==> src/rtl/bck_token_issuer.sv <==
// bck_token_issuer: transmit end of the BCK_INI token interface.
// Buffers one read descriptor, injects it as a BCK_INI token into a free
// ring slot while the in-flight budget allows, and tracks reads in flight
// until the batch has drained.
module bck_token_issuer #(
  parameter int unsigned MAX_INFLIGHT   = 16,
  parameter int unsigned READ_NUM_WIDTH = 9
) (
  input  logic                      clk,
  input  logic                      rst,
  input  logic                      stall,
  input  logic                      slot_free,
  input  logic                      finish_in,
  input  logic                      desc_valid,
  output logic                      desc_ready,
  input  logic [READ_NUM_WIDTH-1:0] desc_read_num,
  input  logic [6:0]                desc_forward_size_n,
  input  logic [6:0]                desc_new_size,
  input  logic [6:0]                desc_mem_wr_addr,
  input  logic [6:0]                desc_min_intv,
  input  logic [63:0]               desc_primary,
  input  logic                      desc_last,
  output logic [5:0]                status,
  output logic [READ_NUM_WIDTH-1:0] read_num,
  output logic [63:0]               primary,
  output logic [6:0]                forward_size_n,
  output logic [6:0]                new_size,
  output logic [6:0]                new_last_size,
  output logic [6:0]                current_wr_addr,
  output logic [6:0]                current_rd_addr,
  output logic [6:0]                mem_wr_addr,
  output logic [6:0]                backward_i,
  output logic [6:0]                backward_j,
  output logic [6:0]                min_intv,
  output logic [7:0]                output_c,
  output logic                      iteration_boundary,
  output logic                      last_one_read,
  output logic [6:0]                inflight,
  output logic                      all_done,
  output logic                      err_underflow
);

  localparam logic [5:0] ST_BCK_INI = 6'b00_1000;
  localparam logic [5:0] ST_BUBBLE  = 6'b00_0000;
  localparam logic [6:0] MAX_Q      = 7'(MAX_INFLIGHT);

  typedef enum logic [1:0] {
    S_IDLE,
    S_HOLD,
    S_DRAIN,
    S_DONE
  } state_t;

  state_t r_state;
  state_t w_state_next;

  // One-entry descriptor hold register
  logic [READ_NUM_WIDTH-1:0] r_h_read_num;
  logic [6:0]                r_h_fsn;
  logic [6:0]                r_h_new_size;
  logic [6:0]                r_h_mem_wr_addr;
  logic [6:0]                r_h_min_intv;
  logic [63:0]               r_h_primary;
  logic                      r_h_last;

  // Registered token fields
  logic [5:0]                r_status;
  logic [READ_NUM_WIDTH-1:0] r_read_num;
  logic [63:0]               r_primary;
  logic [6:0]                r_forward_size_n;
  logic [6:0]                r_new_last_size;
  logic [6:0]                r_current_wr_addr;
  logic [6:0]                r_mem_wr_addr;
  logic [6:0]                r_backward_i;
  logic [6:0]                r_min_intv;
  logic                      r_iteration_boundary;
  logic                      r_last_one_read;

  logic [6:0]                r_inflight;
  logic                      r_err_underflow;

  logic                      w_accept;
  logic                      w_issue;
  logic                      w_zero;
  logic [6:0]                w_fsn_m1;

  // Ready only when the hold register is empty and the batch is still open
  assign desc_ready = !rst && !stall && (r_state == S_IDLE);
  assign w_accept   = desc_valid && desc_ready;
  assign w_fsn_m1   = r_h_fsn - 7'd1;

  // State register
  always_ff @(posedge clk or posedge rst) begin
    if (rst) begin
      r_state <= S_IDLE;
    end else if (!stall) begin
      r_state <= w_state_next;
    end
  end

  // Next-state logic plus issue/consume decisions
  always_comb begin
    w_state_next = r_state;
    w_issue      = 1'b0;
    w_zero       = 1'b0;
    unique case (r_state)
      S_IDLE: begin
        if (w_accept) begin
          w_state_next = S_HOLD;
        end
      end
      S_HOLD: begin
        if (!stall) begin
          if (r_h_fsn == 7'd0) begin
            w_zero = 1'b1;
          end else if (slot_free && (r_inflight < MAX_Q)) begin
            w_issue = 1'b1;
          end
        end
        if (w_issue || w_zero) begin
          if (!r_h_last) begin
            w_state_next = S_IDLE;
          end else if (w_zero && (r_inflight == 7'd0)) begin
            // A zero-length final read with nothing in flight has nothing to
            // drain, so the batch closes without a DRAIN cycle.
            w_state_next = S_DONE;
          end else begin
            w_state_next = S_DRAIN;
          end
        end
      end
      S_DRAIN: begin
        if (!stall && (r_inflight == 7'd0)) begin
          w_state_next = S_DONE;
        end
      end
      S_DONE: begin
        w_state_next = S_DONE;
      end
      default: begin
        w_state_next = S_IDLE;
      end
    endcase
  end

  // Capture an accepted descriptor into the hold register
  always_ff @(posedge clk or posedge rst) begin
    if (rst) begin
      r_h_read_num    <= '0;
      r_h_fsn         <= '0;
      r_h_new_size    <= '0;
      r_h_mem_wr_addr <= '0;
      r_h_min_intv    <= '0;
      r_h_primary     <= '0;
      r_h_last        <= 1'b0;
    end else if (!stall && w_accept) begin
      r_h_read_num    <= desc_read_num;
      r_h_fsn         <= desc_forward_size_n;
      r_h_new_size    <= desc_new_size;
      r_h_mem_wr_addr <= desc_mem_wr_addr;
      r_h_min_intv    <= desc_min_intv;
      r_h_primary     <= desc_primary;
      r_h_last        <= desc_last;
    end
  end

  // Token output register: BCK_INI on issue, all-zero bubble otherwise
  always_ff @(posedge clk or posedge rst) begin
    if (rst) begin
      r_status             <= ST_BUBBLE;
      r_read_num           <= '0;
      r_primary            <= '0;
      r_forward_size_n     <= '0;
      r_new_last_size      <= '0;
      r_current_wr_addr    <= '0;
      r_mem_wr_addr        <= '0;
      r_backward_i         <= '0;
      r_min_intv           <= '0;
      r_iteration_boundary <= 1'b0;
      r_last_one_read      <= 1'b0;
    end else if (!stall) begin
      if (w_issue) begin
        r_status             <= ST_BCK_INI;
        r_read_num           <= r_h_read_num;
        r_primary            <= r_h_primary;
        r_forward_size_n     <= r_h_fsn;
        r_new_last_size      <= r_h_new_size;
        r_current_wr_addr    <= w_fsn_m1;
        r_mem_wr_addr        <= r_h_mem_wr_addr;
        r_backward_i         <= w_fsn_m1;
        r_min_intv           <= r_h_min_intv;
        r_iteration_boundary <= (r_h_fsn == 7'd1);
        r_last_one_read      <= r_h_last;
      end else begin
        r_status             <= ST_BUBBLE;
        r_read_num           <= '0;
        r_primary            <= '0;
        r_forward_size_n     <= '0;
        r_new_last_size      <= '0;
        r_current_wr_addr    <= '0;
        r_mem_wr_addr        <= '0;
        r_backward_i         <= '0;
        r_min_intv           <= '0;
        r_iteration_boundary <= 1'b0;
        r_last_one_read      <= 1'b0;
      end
    end
  end

  // In-flight counter and sticky underflow flag
  always_ff @(posedge clk or posedge rst) begin
    if (rst) begin
      r_inflight      <= '0;
      r_err_underflow <= 1'b0;
    end else if (!stall) begin
      if (w_issue && !finish_in) begin
        r_inflight <= r_inflight + 7'd1;
      end else if (finish_in && !w_issue) begin
        if (r_inflight == 7'd0) begin
          r_err_underflow <= 1'b1;
        end else begin
          r_inflight <= r_inflight - 7'd1;
        end
      end
    end
  end

  assign status             = r_status;
  assign read_num           = r_read_num;
  assign primary            = r_primary;
  assign forward_size_n     = r_forward_size_n;
  assign new_size           = '0;
  assign new_last_size      = r_new_last_size;
  assign current_wr_addr    = r_current_wr_addr;
  assign current_rd_addr    = '0;
  assign mem_wr_addr        = r_mem_wr_addr;
  assign backward_i         = r_backward_i;
  assign backward_j         = '0;
  assign min_intv           = r_min_intv;
  assign output_c           = '0;
  assign iteration_boundary = r_iteration_boundary;
  assign last_one_read      = r_last_one_read;
  assign inflight           = r_inflight;
  assign all_done           = (r_state == S_DONE);
  assign err_underflow      = r_err_underflow;

endmodule
==> config.mk <==
export PLATFORM = sky130hd
export DESIGN_NAME = bck_token_issuer
export DESIGN_NICKNAME = d
export VERILOG_FILES = /design/src/rtl/bck_token_issuer.sv
export SDC_FILE = /design/constraint.sdc
export NUM_CORES = 1
export LEC_CHECK = 0
export ABC_AREA = 1
export BUFFER_PORTS_ARGS = -buffer_cell sky130_fd_sc_hd__buf_4
export CAP_MARGIN = 20
export CORE_ASPECT_RATIO = 0.7
export CORE_UTILIZATION = 30
export CTS_CLUSTER_SIZE = 16
export DETAILED_ROUTE_END_ITERATION = 16
export PLACE_DENSITY = 0.56
export SETUP_SLACK_MARGIN = 0.02
export SYNTH_ARGS = -nofsm -noshare
export SYNTH_HDL_FRONTEND = slang
export SYNTH_SLANG_ARGS = --single-unit
==> constraint.sdc <==
create_clock -name clk -period 9.08 [get_ports clk]
set_input_delay 0.908 -clock clk [delete_from_list [all_inputs] [get_ports clk]]
set_output_delay 0.908 -clock clk [all_outputs]
set_load 0.05 [all_outputs]
# Word level (Yosys, flattened, before mapping)
# Cells that the tools add are included.
[word_totals]
register_bits = 228
input_bits = 108
output_inout_bits = 162
elab_cells = 82
[op_classes]
addsub = 3
n_lt_le_gt_ge = 1
eq_ne = 8
muxes = 27
n_bitwise = 2
n_reduce_logical = 21
[ops]
columns = ["op", "n"]
rows = [
  ["two-way mux 64 bit", 1],
  ["two-way mux 7 bit", 8],
  ["zero test 7 bit", 2],
  ["subtractor 7 x 1 -> 7 bit (second input constant)", 2],
  ["two-way mux 1 bit", 11],
  ["logical AND 1 bit", 9],
  ["two-way mux 9 bit", 1],
  ["two-way mux 2 bit", 4],
  ["case mux 2 bit (4 select lines)", 1],
  ["AND reduction 4 bit", 2],
  ["adder 7 x 1 -> 7 bit (second input constant)", 1],
  ["equality test 7 x 1 -> 1 bit (second input constant)", 1],
  ["less-than comparator 7 x 5 -> 1 bit (second input constant)", 1],
  ["!= test 2 bit (second input constant)", 3],
  ["equality test 2 bit (second input constant)", 2],
  ["zero test 1 bit", 4],
  ["two-way mux 4 bit", 1],
  ["AND reduction 3 bit", 1],
  ["equality test 2 x 1 -> 1 bit (second input constant)", 1],
  ["zero test 2 bit", 1],
  ["!= test 2 x 1 -> 1 bit (second input constant)", 1],
  ["NOT 1 bit", 2],
  ["nonzero test 2 bit", 1],
  ["logical OR 1 bit", 1],
]

# Depth between registers and ports, before layout
# Gate-level depths: netlist of the first run.
[logic_depth]
depth_word = 11
ltp_mapped = 23
mapped_depth_nobuf = 21

# Worst setup path after synthesis of the first run
# Ideal clock, no wire load.
[synth_timing]
kind = "input -> register"
start = "in rst"
end = "reg r_h_primary[10]"
setup_time_ns = 0.125
t_arrival_ns = 6.919
t_required_ns = 8.955
setup_slack_ns = 2.036
stages = 5
path_buffers = 2
path_cell_list = "inv_1 nand4_2 buf_6 buf_6 mux2_4"
[synth_via]
elab_chain_cells = 5
[synth_rtl]
columns = ["element", "line", "rtl"]
rows = [
  ["from (decl)", "10", "input logic rst,"],
  ["zero test 1 bit (no line)", "-", ""],
  ["logical AND 1 bit (2 in series)", "88", "assign desc_ready = !rst && !stall && (r_state == S_IDLE);"],
  ["logical AND 1 bit", "89", "assign w_accept = desc_valid && desc_ready;"],
  ["logical AND 1 bit", "156", "end else if (!stall && w_accept) begin"],
  ["to (signal assigned)", "162", "r_h_primary <= desc_primary;"],
  ["to (decl)", "63", "logic [63:0] r_h_primary;"],
]
# Every way passes these cells.
# A chain may end at the register's enable or synchronous reset.

# Final worst setup path of the first run
[layout_timing]
start = "in stall"
end = "reg r_inflight[6], in the netlist inflight[6]"
[layout_via]
elab_chain_cells = 7
elab_cells_between_ends = 11
cone_classes = "eq/ne: 1; mux: 4; bitwise: 1; reduce/logical: 5"
[layout_rtl]
columns = ["element", "line", "rtl"]
rows = [
  ["from (decl)", "11", "input logic stall,"],
  ["two-way mux 1 bit", "113", "if (!stall) begin"],
  ["two-way mux 1 bit (2 in series)", "106", "unique case (r_state)"],
  ["zero test 1 bit", "218", "end else if (finish_in && !w_issue) begin"],
  ["logical AND 1 bit", "218", ""],
  ["nonzero test 2 bit (no line)", "-", ""],
  ["AND reduction 3 bit (no line)", "-", ""],
  ["to (signal assigned)", "217", "r_inflight <= r_inflight + 7'd1;"],
  ["to (signal assigned)", "222", "r_inflight <= r_inflight - 7'd1;"],
  ["to (decl)", "79", "logic [6:0] r_inflight;"],
]
# Several ways; a longest one is shown, not always the timed one. The select of a mux whose other input is x is not followed.

==> results.txt, run 1 <==
Status = complete, no violations
Via Count = 6,001
RSZ-0062 raised after global routing = no
Hold Path Class = in -> async
Setup TNS = 0 ns
Core ar. = 30,040 um^2
Worst Clk Skew = 0.007599 ns
Nets = 1,036
Clk_lat worst skew = 0.51 ns
Initial antenna violation count = 0
Synth Instances = 698
#FFs+latches synth = 223
DR pass1 iterations = 5
Reg clk slew, reported paths = 0.06 ns
Lkg Pwr = 6.097 nW
Post-Route WL = 21,850 um
Clk Tree Root Cell = clkbuf_16
Worst setup EP type = register
Iteration-0 DRC Markers = 349
Worst path max stage delay = 0.55 ns
Ports = 270
Worst-path fanout max = 43
Slew @ Worst Pin = 1.055 ns
Post-Syn Area = 9155 um^2
Critical path, cell by cell = buf_4 > inv_2 > nand2_1 > nor2_2 > nand3_2 > inv_4 > ha_1 > inv_1 > ha_1 > or2_2 > nand3_1 > nand2_1 > nand2_1 > nand2_1 > nand2_1 > nand2_1
Final period utilization = 40.56%
CP max stage cell = inv_4
VDD IR max = 0.0001583 V
CTS sink cnt = 223
Tot GR Track Use = 13.79%
Hold Vio Cnt, Final = 0
Buf+Inv Stages, Crit Path = 4
Register cell area after layout = 5580 um^2
Die width = 210.8 um
# Max-Cap Violations = 0
Vias in the first global route = 5,897
Max-slew violation count = 0
Fill cells = 2,915
Yosys synthesis warning count = 0
WP data arrival = 4.09 ns
Peak Freq = 271.5 MHz
Synthesized area per cell = 13.12 um^2
Multi-input logic area = 3005 um^2
Setup Crit Path Kind = in -> reg
Finished Cell Area = 11,830 um^2
Delay-heaviest family, CP = simple AND/OR/NAND/NOR gates
Die ar. = 31,230 um^2
Relative slew slack = 29.63%
Startpoint type of the worst setup path = primary input
Share of layout cells above drive strength 1 = 40.11%
Die Y = 148.2 um
Synth cell types = 30
CTS Hold Buffers Added = 0
Largest net degree at the start of global routing = 79
Buffers on Ports = 235
CTS Buf Count = 23
DP Area = 11,050 um^2
CTS H-tree lvls = 1
HPWL after DPL = 14,050 um
CP most frequent cell = nand2_1
Worst endpoint required time = 9.48 ns
Gr ovfl total = 0
Final setup fails = 0
Post_cts resized = 0
Post-layout min period = 3.683 ns
GP Congestion = 0.7991
Diode count = 0
Vias per inst = 4.455
Post-CTS Setup Bufs = 0
FP Rows = 53
Drt wl/cell = 16.22 um
CTS tree = done
CTS Buffer Depth = 3
Detail Route Antenna Nets = 0
Area added between synthesis and finish = 29.25%
First-pass GRT wire length = 34,050 um
Seq/Total Area, Yosys = 60.95%
Pwr Density = 288.9 nW/um^2
Initial core utilization = 30.48%
DR DRC count = 0
-- cell usage after synthesis --
library cell,count,area (um^2)
buf_2,7,35.03
inv_1,34,127.6
xnor2_1,3,26.28
inv_4,1,6.260
a21oi_1,11,55.05
a31o_2,1,8.760
nor2_1,23,86.33
o21ai_0,25,125.1
buf_4,41,307.8
nand2_1,70,262.8
nand3_2,1,10.01
clkbuf_1,14,52.55
a22o_1,90,788.3
mux2_4,37,555.5
ha_1,9,112.6
buf_6,15,168.9
mux2_2,54,608.1
xor2_1,5,43.79
nor2_2,3,18.77
nand3_1,18,90.09
conb_1,1,3.750
o21a_1,1,7.510
o21bai_1,2,15.01
inv_2,1,3.750
nand4_2,1,12.51
nand4_1,4,25.02
or2_2,1,6.260
nor3_1,1,5.000
nor4_1,1,6.260
dfrtp_1,223,5580
-- kinds of logic after synthesis --
kind of cell             count (synthesis)  share of synthesized area [%]
AND/OR/NAND/NOR                        123                          5.713
adder cells (fa/ha/maj)                  9                          1.230
flip-flops                             223                          60.95
other                                    1                        0.04096
XOR/XNOR                                 8                         0.7654
buffers and inverters                  113                          7.667
multiplexers                            91                          12.71
AO/OA/AOI/OAI                          130                          10.92
-- stage by stage --
step	hold slack (ns)	worst slack, ns	utilization [%]	cells	power [mW]
6_report	0.4549	5.397	39.39	1347	3.418
5_1_grt	0.4927	5.062	39.39	1347	3.612
4_1_cts	0.4775	5.379	39.39	1347	3.458
3_5_place_dp	0.4740	4.822	36.78	1306	2.444
3_3_place_gp	0.4655	4.895	36.78	1306	2.419
2_1_floorplan	0.4606	2.031	-	731	2.188
-- worst paths after layout --
kind                                                   from                   endpoint  slack, ns  cells past startpoint
worst max-delay path                                  stall    inflight[6]$_DFFE_PP0P_       5.40                     16
worst min-delay path                                    rst  last_one_read$_DFFE_PP0N_       0.45                      2
worst max register to register       r_h_fsn[0]$_DFFE_PP0P_    inflight[6]$_DFFE_PP0P_       5.43                     15
worst min register to register  r_h_primary[59]$_DFFE_PP0P_    primary[59]$_DFFE_PP0N_       0.48                      1
max in group asynchronous                               rst    primary[63]$_DFFE_PP0N_       7.22                      3
min in group clk                r_h_primary[59]$_DFFE_PP0P_    primary[59]$_DFFE_PP0N_       0.48                      1
-- area by class of cell --
type                            count  share of cell area (%)
Sequential cell                   223                   47.16
Multi-Input combinational cell    395                   25.40
Timing Repair Buffer              240                   15.23
Inverter                           36                   1.227
Tap cell                          412                   4.357
Clock inverter                      5                  0.8459
Clock buffer                       36                   5.784
-- registers in the layout (all words and copies together) (netlist names) --
| register | cells |
|---|---|
| r_h_read_num | 9 |
| mem_wr_addr | 7 |
| r_state | 2 |
| primary | 64 |
| r_h_fsn | 7 |
| iteration_boundary | 1 |
| r_h_last | 1 |
| r_h_new_size | 7 |
| backward_i | 7 |
| err_underflow | 1 |
| r_h_mem_wr_addr | 7 |
| status | 1 |
| new_last_size | 7 |
| inflight | 7 |
| min_intv | 7 |
| last_one_read | 1 |
| forward_size_n | 7 |
| read_num | 9 |
| r_h_primary | 64 |
| r_h_min_intv | 7 |
-- report_power, final --
part / total [mW] / internal [mW] / switching, mW
clock network: 0.994 / 0.601 / 0.393
registers: 1.46 / 1.28 / 0.176
logic: 0.968 / 0.423 / 0.545
-- routing by layer --
metal / vias up / wire length [um] / GRT usage (%)
li1: 2787 / - / -
met1: 3011 / 10560 / 20.43
met2: 178 / 9120 / 19.06
met3: 25 / 1784 / 4.983
met4: 0 / 390 / 2.790
met5: - / 0 / 0
-- cell usage in the layout, fill, tap and decap left out, drive strengths merged, types with 2 or more instances in the layout --
master    n
a21oi    11
a22o     90
buf     240
bufinv    3
clkbuf   36
clkinv    2
conb     34
dfrtp   223
ha        9
inv      36
mux2     91
nand2    70
nand3    19
nand4     5
nor2     26
o21ai    25
o21bai    2
xnor2     3
xor2      5
(Power assumes the default switching activity.)
==> run 2: changes to the inputs <==
--- a/config.mk
+++ b/config.mk
@@ -12,7 +12,7 @@
 export CORE_UTILIZATION = 30
 export CTS_CLUSTER_SIZE = 16
 export DETAILED_ROUTE_END_ITERATION = 16
-export PLACE_DENSITY = 0.56
+export PLACE_DENSITY = 0.58
 export SETUP_SLACK_MARGIN = 0.02
 export SYNTH_ARGS = -nofsm -noshare
 export SYNTH_HDL_FRONTEND = slang
==> constraint.sdc (replaced) <==
create_clock -name clk -period 3.38 [get_ports clk]
set_input_delay 0.338 -clock clk [delete_from_list [all_inputs] [get_ports clk]]
set_output_delay 0.338 -clock clk [all_outputs]
set_load 0.05 [all_outputs]
==> results.txt, run 2 (same netlist as run 1, synthesis figures left out) <==
Detail Route Antenna Nets = 0 (unchanged)
Final period utilization = 83.93%
Share of layout cells above drive strength 1 = 40.17% (was 40.11%)
Startpoint type of the worst setup path = register (was primary input)
Drt wl/cell = 15.86 um (was 16.22 um)
# Max-Cap Violations = 0 (unchanged)
Setup TNS = 0 ns (unchanged)
Tot GR Track Use = 13.64% (was 13.79%)
Status = complete, no violations (unchanged)
Buffers on Ports = 235 (unchanged)
Gr ovfl total = 0 (unchanged)
Post-Layout Cell Count = 1,358 (was 1,347)
Post-Route WL = 21,540 um (was 21,850 um)
Max-slew violation count = 0 (unchanged)
Die width = 210.8 um (unchanged)
CTS Buf Count = 24 (was 23)
FP Rows = 53 (unchanged)
DR pass1 iterations = 4 (was 5)
Iteration-0 DRC Markers = 322 (was 349)
Hold Vio Cnt, Final = 0 (unchanged)
Nets = 1,048 (was 1,036)
Worst setup EP type = register (unchanged)
Via Count = 5,979 (was 6,001)
CTS Buffer Depth = 3 (unchanged)
Worst Clk Skew = 0.008552 ns (was 0.007599 ns)
GP Congestion = 0.8139 (was 0.7991)
HPWL after DPL = 13,760 um (was 14,050 um)
Relative slew slack = 38.61% (was 29.63%)
Die Y = 148.2 um (unchanged)
CTS tree = done (unchanged)
Core ar. = 30,040 um^2 (unchanged)
Initial antenna violation count = 0 (unchanged)
CTS H-tree lvls = 1 (unchanged)
CTS sink cnt = 223 (unchanged)
VDD IR max = 0.0004189 V (was 0.0001583 V)
Vias in the first global route = 5,977 (was 5,897)
Total Power = 9.074 mW (was 3.418 mW)
Diode count = 0 (unchanged)
Die ar. = 31,230 um^2 (unchanged)
Hold Path Class = in -> reg (was in -> async)
Initial core utilization = 30.48% (unchanged)
Largest net degree at the start of global routing = 156 (was 79)
Post-CTS Setup Bufs = 0 (unchanged)
Reg clk slew, reported paths = 0.07 ns (was 0.06 ns)
Ports = 270 (unchanged)
Clk Tree Root Cell = clkbuf_16 (unchanged)
Setup Crit Path Kind = reg -> reg (was in -> reg)
Final setup fails = 0 (unchanged)
WP data arrival = 3.24 ns (was 4.09 ns)
DR DRC count = 0 (unchanged)
RSZ-0062 raised after global routing = no (unchanged)
Most frequent cells in the layout = 241 x buf_4, 223 x dfrtp_1, 90 x a22o_1 (was 240 x buf_4, 223 x dfrtp_1, 90 x a22o_1)
Slew @ Worst Pin = 0.9209 ns (was 1.055 ns)
Worst endpoint required time = 3.79 ns (was 9.48 ns)
Clk_lat worst skew = 0.52 ns (was 0.51 ns)
Area added between synthesis and finish = 30.39% (was 29.25%)
Pwr Density = 760.1 nW/um^2 (was 288.9 nW/um^2)
Inst Count DP = 1,310 (was 1,306)
Most common cell after layout, fill and taps aside = buf_4 (unchanged)
Peak Freq = 352.5 MHz
Lkg Pwr = 6.148 nW (was 6.097 nW)
Vias per inst = 4.403 (was 4.455)
Post-layout min period = 2.837 ns
Worst-path fanout max = 48 (was 43)
Fin util = 39.74% (was 39.39%)
First-pass GRT wire length = 33,890 um (was 34,050 um)
[run 2: power by group]
group          switching [mW]  internal (mW)
sequential              0.455           3.44
clock                    1.09           1.49
combinational            1.45           1.15
[run 2: timing repair]
item,CTS,global route
hold buffers,7,0
endpoints found under the hold margin,7,0
resized for setup,0,0
[run 2: worst max-delay path, cell delays in order, from the launching register on]
cell	delay, ns
dfrtp_1	0.39
inv_1	0.10
ha_1	0.20
nand4_1	0.19
nand3_2	0.14
inv_4	0.07
buf_4	0.48
ha_1	0.30
inv_1	0.08
nand2_1	0.07
nand2_1	0.06
nor2_2	0.33
inv_1	0.15
nand2_1	0.08
o21ai_0	0.07
[run 2: layout make-up]
type	count	area, um^2
well taps	412	515.5
multi-input cells	395	3005
flip-flops and latches	223	5580
clock inverters	7	66.31
clock buffers	34	689.4
inverters	36	141.4
fillers	2901	18100
repair buffers	251	1939
[run 2: per-layer routing]
metal | wire (um) | part of all wire (%) | global-route usage [%]
met4 | 418 | 1.9 | 3.116
met2 | 8928 | 41 | 19.03
met3 | 1875 | 8.7 | 5.701
met1 | 10320 | 48 | 19.44
met5 | 0 | 0 | 0
[run 2: path summary, 6_finish.rpt]
check / from / to / slack [ns] / depth (start not counted)
worst min-delay path: desc_new_size[2] / r_h_new_size[2]$_DFFE_PP0P_ / 0.04 / 2
worst max-delay path: r_h_fsn[0]$_DFFE_PP0P_ / inflight[4]$_DFFE_PP0P_ / 0.54 / 14
worst max register to register: r_h_fsn[0]$_DFFE_PP0P_ / inflight[4]$_DFFE_PP0P_ / 0.54 / 14
min in group asynchronous: rst / inflight[6]$_DFFE_PP0P_ / 0.06 / 3
max in group asynchronous: rst / r_h_fsn[2]$_DFFE_PP0P_ / 1.74 / 4
worst min register to register: r_h_mem_wr_addr[6]$_DFFE_PP0P_ / mem_wr_addr[6]$_DFFE_PP0N_ / 0.48 / 1
[run 2: per-stage QoR]
| step | hold slack (ns) | setup slack, ns | instance area [um^2] |
|---|---|---|---|
| after floorplan | 0.4606 | -1.633 | 9283 |
| after global placement | 0.4647 | 0.5948 | 11110 |
| after detailed placement | 0.4697 | 0.5516 | 11110 |
| after CTS | 0.0007188 | 0.5186 | 11940 |
| after global routing | 0.008013 | 0.2150 | 11940 |
| final | 0.04404 | 0.5432 | 11940 |
==> run 3: changes to the inputs <==
--- a/config.mk
+++ b/config.mk
@@ -5,14 +5,14 @@
 export SDC_FILE = /design/constraint.sdc
 export NUM_CORES = 1
 export LEC_CHECK = 0
-export ABC_AREA = 1
+export ABC_AREA = 0
 export BUFFER_PORTS_ARGS = -buffer_cell sky130_fd_sc_hd__buf_4
 export CAP_MARGIN = 20
 export CORE_ASPECT_RATIO = 0.7
 export CORE_UTILIZATION = 30
 export CTS_CLUSTER_SIZE = 16
 export DETAILED_ROUTE_END_ITERATION = 16
-export PLACE_DENSITY = 0.58
+export PLACE_DENSITY = 0.56
 export SETUP_SLACK_MARGIN = 0.02
 export SYNTH_ARGS = -nofsm -noshare
 export SYNTH_HDL_FRONTEND = slang
==> constraint.sdc (replaced) <==
create_clock -name clk -period 2.8 [get_ports clk]
set_input_delay 0.28 -clock clk [delete_from_list [all_inputs] [get_ports clk]]
set_output_delay 0.28 -clock clk [all_outputs]
set_load 0.05 [all_outputs]
==> results.txt, run 3 <==
Status = complete, no violations (unchanged)
Fill cells = 2,685 (was 2,901)
Most common flop cell mapped by yosys = dfrtp_1 (unchanged)
Relative slew slack = 28.63% (was 38.61%)
Hold Path Class = in -> reg (unchanged)
Fin util = 44.33% (was 39.74%)
DR DRC count = 0 (unchanged)
CTS Buffer Depth = 3 (unchanged)
Detail Route Antenna Nets = 0 (unchanged)
Area added between synthesis and finish = 44.23% (was 30.39%)
Final period utilization = 94.32% (was 83.93%)
Seq/Total Area, Yosys = 62.29% (was 60.95%)
Cell with the most instances after synthesis = dfrtp_1 (unchanged)
Worst-path fanout max = 7 (was 48)
GP Congestion = 0.7838 (was 0.8139)
Gr ovfl total = 0 (unchanged)
FP Rows = 52 (was 53)
First-pass GRT wire length = 36,760 um (was 33,890 um)
Die Y = 146.6 um (was 148.2 um)
Die width = 208.5 um (was 210.8 um)
Startpoint type of the worst setup path = register (unchanged)
Met2 WL post-DR = 9813 um (was 8928 um)
Commonest cells post-synth = 223 x dfrtp_1, 100 x a22o_1, 73 x mux2_1, 41 x buf_4, 30 x mux2_2 (was 223 x dfrtp_1, 90 x a22o_1, 70 x nand2_1, 54 x mux2_2, 41 x buf_4)
Largest net degree at the start of global routing = 87 (was 156)
#FFs+latches synth = 223 (unchanged)
Synth cell types = 49 (was 30)
Post-Syn Area = 8959 um^2 (was 9155 um^2)
Buf+Inv Stages, Crit Path = 1 (was 5)
Clk_lat worst skew = 0.52 ns (about the same)
Vias per inst = 4.525 (was 4.403)
HPWL after DPL = 14,570 um (was 13,760 um)
Vias in the first global route = 6,507 (was 5,977)
Clk Tree Root Cell = clkbuf_16 (unchanged)
Initial antenna violation count = 0 (unchanged)
Initial core utilization = 30.73% (was 30.48%)
Met1 WL = 10,900 um (was 10,320 um)
Post-synth EDFFs = 0 (unchanged)
Post-layout min period = 2.641 ns (was 2.837 ns)
RSZ-0062 raised after global routing = no (unchanged)
Critical path, cell by cell = or4_4 > nor2_4 > and2_4 > nor3_4 > ha_4 > inv_4 > ha_4 > o211a_1 > o31a_1 > o21a_1 > o31ai_1 (was inv_1 > ha_1 > nand4_1 > nand3_2 > inv_4 > buf_4 > ha_1 > inv_1 > nand2_1 > nand2_1 > nor2_2 > inv_1 > nand2_1 > o21ai_0)
Synth top area share = 62.29% (was 60.95%)
Post-route setup slack = 0.1590 ns (was 0.5432 ns)
CTS H-tree lvls = 1 (unchanged)
VDD IR max = 0.0004658 V (was 0.0004189 V)
Lkg Pwr = 6.285 nW (was 6.148 nW)
Worst path max stage delay = 0.55 ns (was 0.48 ns)
DR pass1 iterations = 4 (unchanged)
CP most frequent cell = ha_4
Share of layout cells above drive strength 1 = 34.99% (was 40.17%)
CTS tree = done (unchanged)
Peak Freq = 378.6 MHz (was 352.5 MHz)
Place WS = 0.02325 ns (was 0.5516 ns)
Setup Crit Path Kind = reg -> reg (unchanged)
Met3 Routed Length = 1741 um (was 1875 um)
Reg clk slew, reported paths = 0.06 ns (was 0.07 ns)
Final setup fails = 0 (unchanged)
Setup TNS = 0 ns (unchanged)
DP Area = 11,040 um^2 (was 11,110 um^2)
Buffers on Ports = 235 (unchanged)
CP max stage cell = or4_4 (was buf_4)
Worst setup EP type = register (unchanged)
Core ar. = 29,150 um^2 (was 30,040 um^2)
Yosys synthesis warning count = 0 (unchanged)
CTS Buf Count = 24 (unchanged)
Finished Cell Area = 12,920 um^2 (was 11,940 um^2)
Most common cell after layout, fill and taps aside = buf_4 (unchanged)
Synth Instances = 628 (was 698)
Register cell area after layout = 5580 um^2 (unchanged)
Iteration-0 DRC Markers = 337 (was 322)
Ys async rst share = 100.0% (unchanged)
Die ar. = 30,570 um^2 (was 31,230 um^2)
Synthesized area per cell = 14.27 um^2 (was 13.12 um^2)
Drt wl/cell = 16.74 um (was 15.86 um)
Pwr Density = 800.1 nW/um^2 (was 760.1 nW/um^2)
Hold Vio Cnt, Final = 0 (unchanged)
WP data arrival = 3.06 ns (was 3.24 ns)
Top Metal Used = met4 (unchanged)
Delay-heaviest family, CP = simple AND/OR/NAND/NOR gates (was buffers and inverters)
Slew @ Worst Pin = 1.071 ns (was 0.9209 ns)
Worst Clk Skew = 0.01111 ns (was 0.008552 ns)
Ports = 270 (unchanged)
Max-slew violation count = 0 (unchanged)
Leading area contributor after synthesis = dfrtp_1 (unchanged)
Post-Route WL = 22,830 um (was 21,540 um)
Via Count = 6,172 (was 5,979)
CTS sink cnt = 223 (unchanged)
Most frequent cells in the layout = 253 x buf_4, 223 x dfrtp_1, 103 x dlygate4sd3_1 (was 241 x buf_4, 223 x dfrtp_1, 90 x a22o_1)
Diode count = 0 (unchanged)
Worst endpoint required time = 3.22 ns (was 3.79 ns)
Multi-input logic area = 2978 um^2 (was 3005 um^2)
Tot GR Track Use = 14.91% (was 13.64%)
Nets = 1,087 (was 1,048)
# Max-Cap Violations = 0 (unchanged)
Largest cells by area after synthesis = dfrtp_1 62%, a22o_1 9.8%, mux2_1 9.2% (was dfrtp_1 61%, a22o_1 8.6%, mux2_2 6.6%)
[run 3: cell count changes after synthesis, sizes merged, moves of 10 or more]
cell	previous run	this run
a22o	90	100
inv	36	9
mux2	91	103
nand2	70	20
nand3	19	2
nor2	26	11
o21ai	25	9
[run 3: layout make-up]
| class | instances | area share [%] |
|---|---|---|
| Clock buffer | 36 | 5.704 |
| Clock inverter | 6 | 0.4454 |
| Inverter | 9 | 0.3099 |
| Multi-Input combinational cell | 349 | 23.05 |
| Sequential cell | 223 | 43.19 |
| Tap cell | 378 | 3.660 |
| Timing Repair Buffer | 363 | 23.65 |
[run 3: power breakdown]
group / switching (mW) / internal [mW]
registers: 0.532 / 4.08
clock network: 1.28 / 1.90
logic: 1.33 / 1.21
total: 3.15 / 7.19
[run 3: cells by family after synthesis]
group	after synthesis	share of synthesized area (%)
DFF	223	62.29
adders and majority gates	9	1.257
AOI/OAI and AO/OA	134	12.49
xor gates and xnor gates	11	1.076
buffers and inverters	89	6.453
and+or+nand+nor	57	3.338
muxes	104	13.06
other	1	0.04186
[run 3: layer usage]
metal	vias up	GRT usage, %
met1	3046	21.04
met2	207	22.27
met4	0	3.015
met5	-	0
li1	2891	-
met3	28	4.904
[run 3: through the flow]
step / power, mW / hold slack (ns) / instances
floorplan: 6.367 / 0.4117 / 661
global placement: 7.027 / 0.4626 / 1212
detailed placement: 7.102 / 0.4692 / 1212
CTS: 10.47 / 0.1407 / 1357
global route: 10.94 / 0.1676 / 1364
finish: 10.34 / 0.1584 / 1364
[run 3: timing repair]
item,4_1_cts,5_1_grt
setup buffers,0,7
endpoints found under the setup margin,0,4
hold endpoints to repair,127,0
gates resized for setup,0,1
hold buffers,103,0
[run 3: path summary, 6_finish.rpt]
path | slack (ns) | start | endpoint | depth (start not counted)
max in group asynchronous | 1.47 | rst | r_h_primary[49]$_DFFE_PP0P_ | 4
setup / recovery | 0.16 | r_h_fsn[5]$_DFFE_PP0P_ | inflight[5]$_DFFE_PP0P_ | 11
min in group asynchronous | 0.51 | rst | inflight[1]$_DFFE_PP0P_ | 3
hold / removal | 0.16 | finish_in | err_underflow$_DFFE_PP0P_ | 3
setup reg to reg | 0.16 | r_h_fsn[5]$_DFFE_PP0P_ | inflight[5]$_DFFE_PP0P_ | 11
hold reg to reg | 0.48 | r_h_read_num[1]$_DFFE_PP0P_ | read_num[1]$_DFFE_PP0N_ | 1
[run 3: worst min-delay path: stages]
cell and delay, ns:
buf_4 0.09, ha_1 0.13, a31o_1 0.14
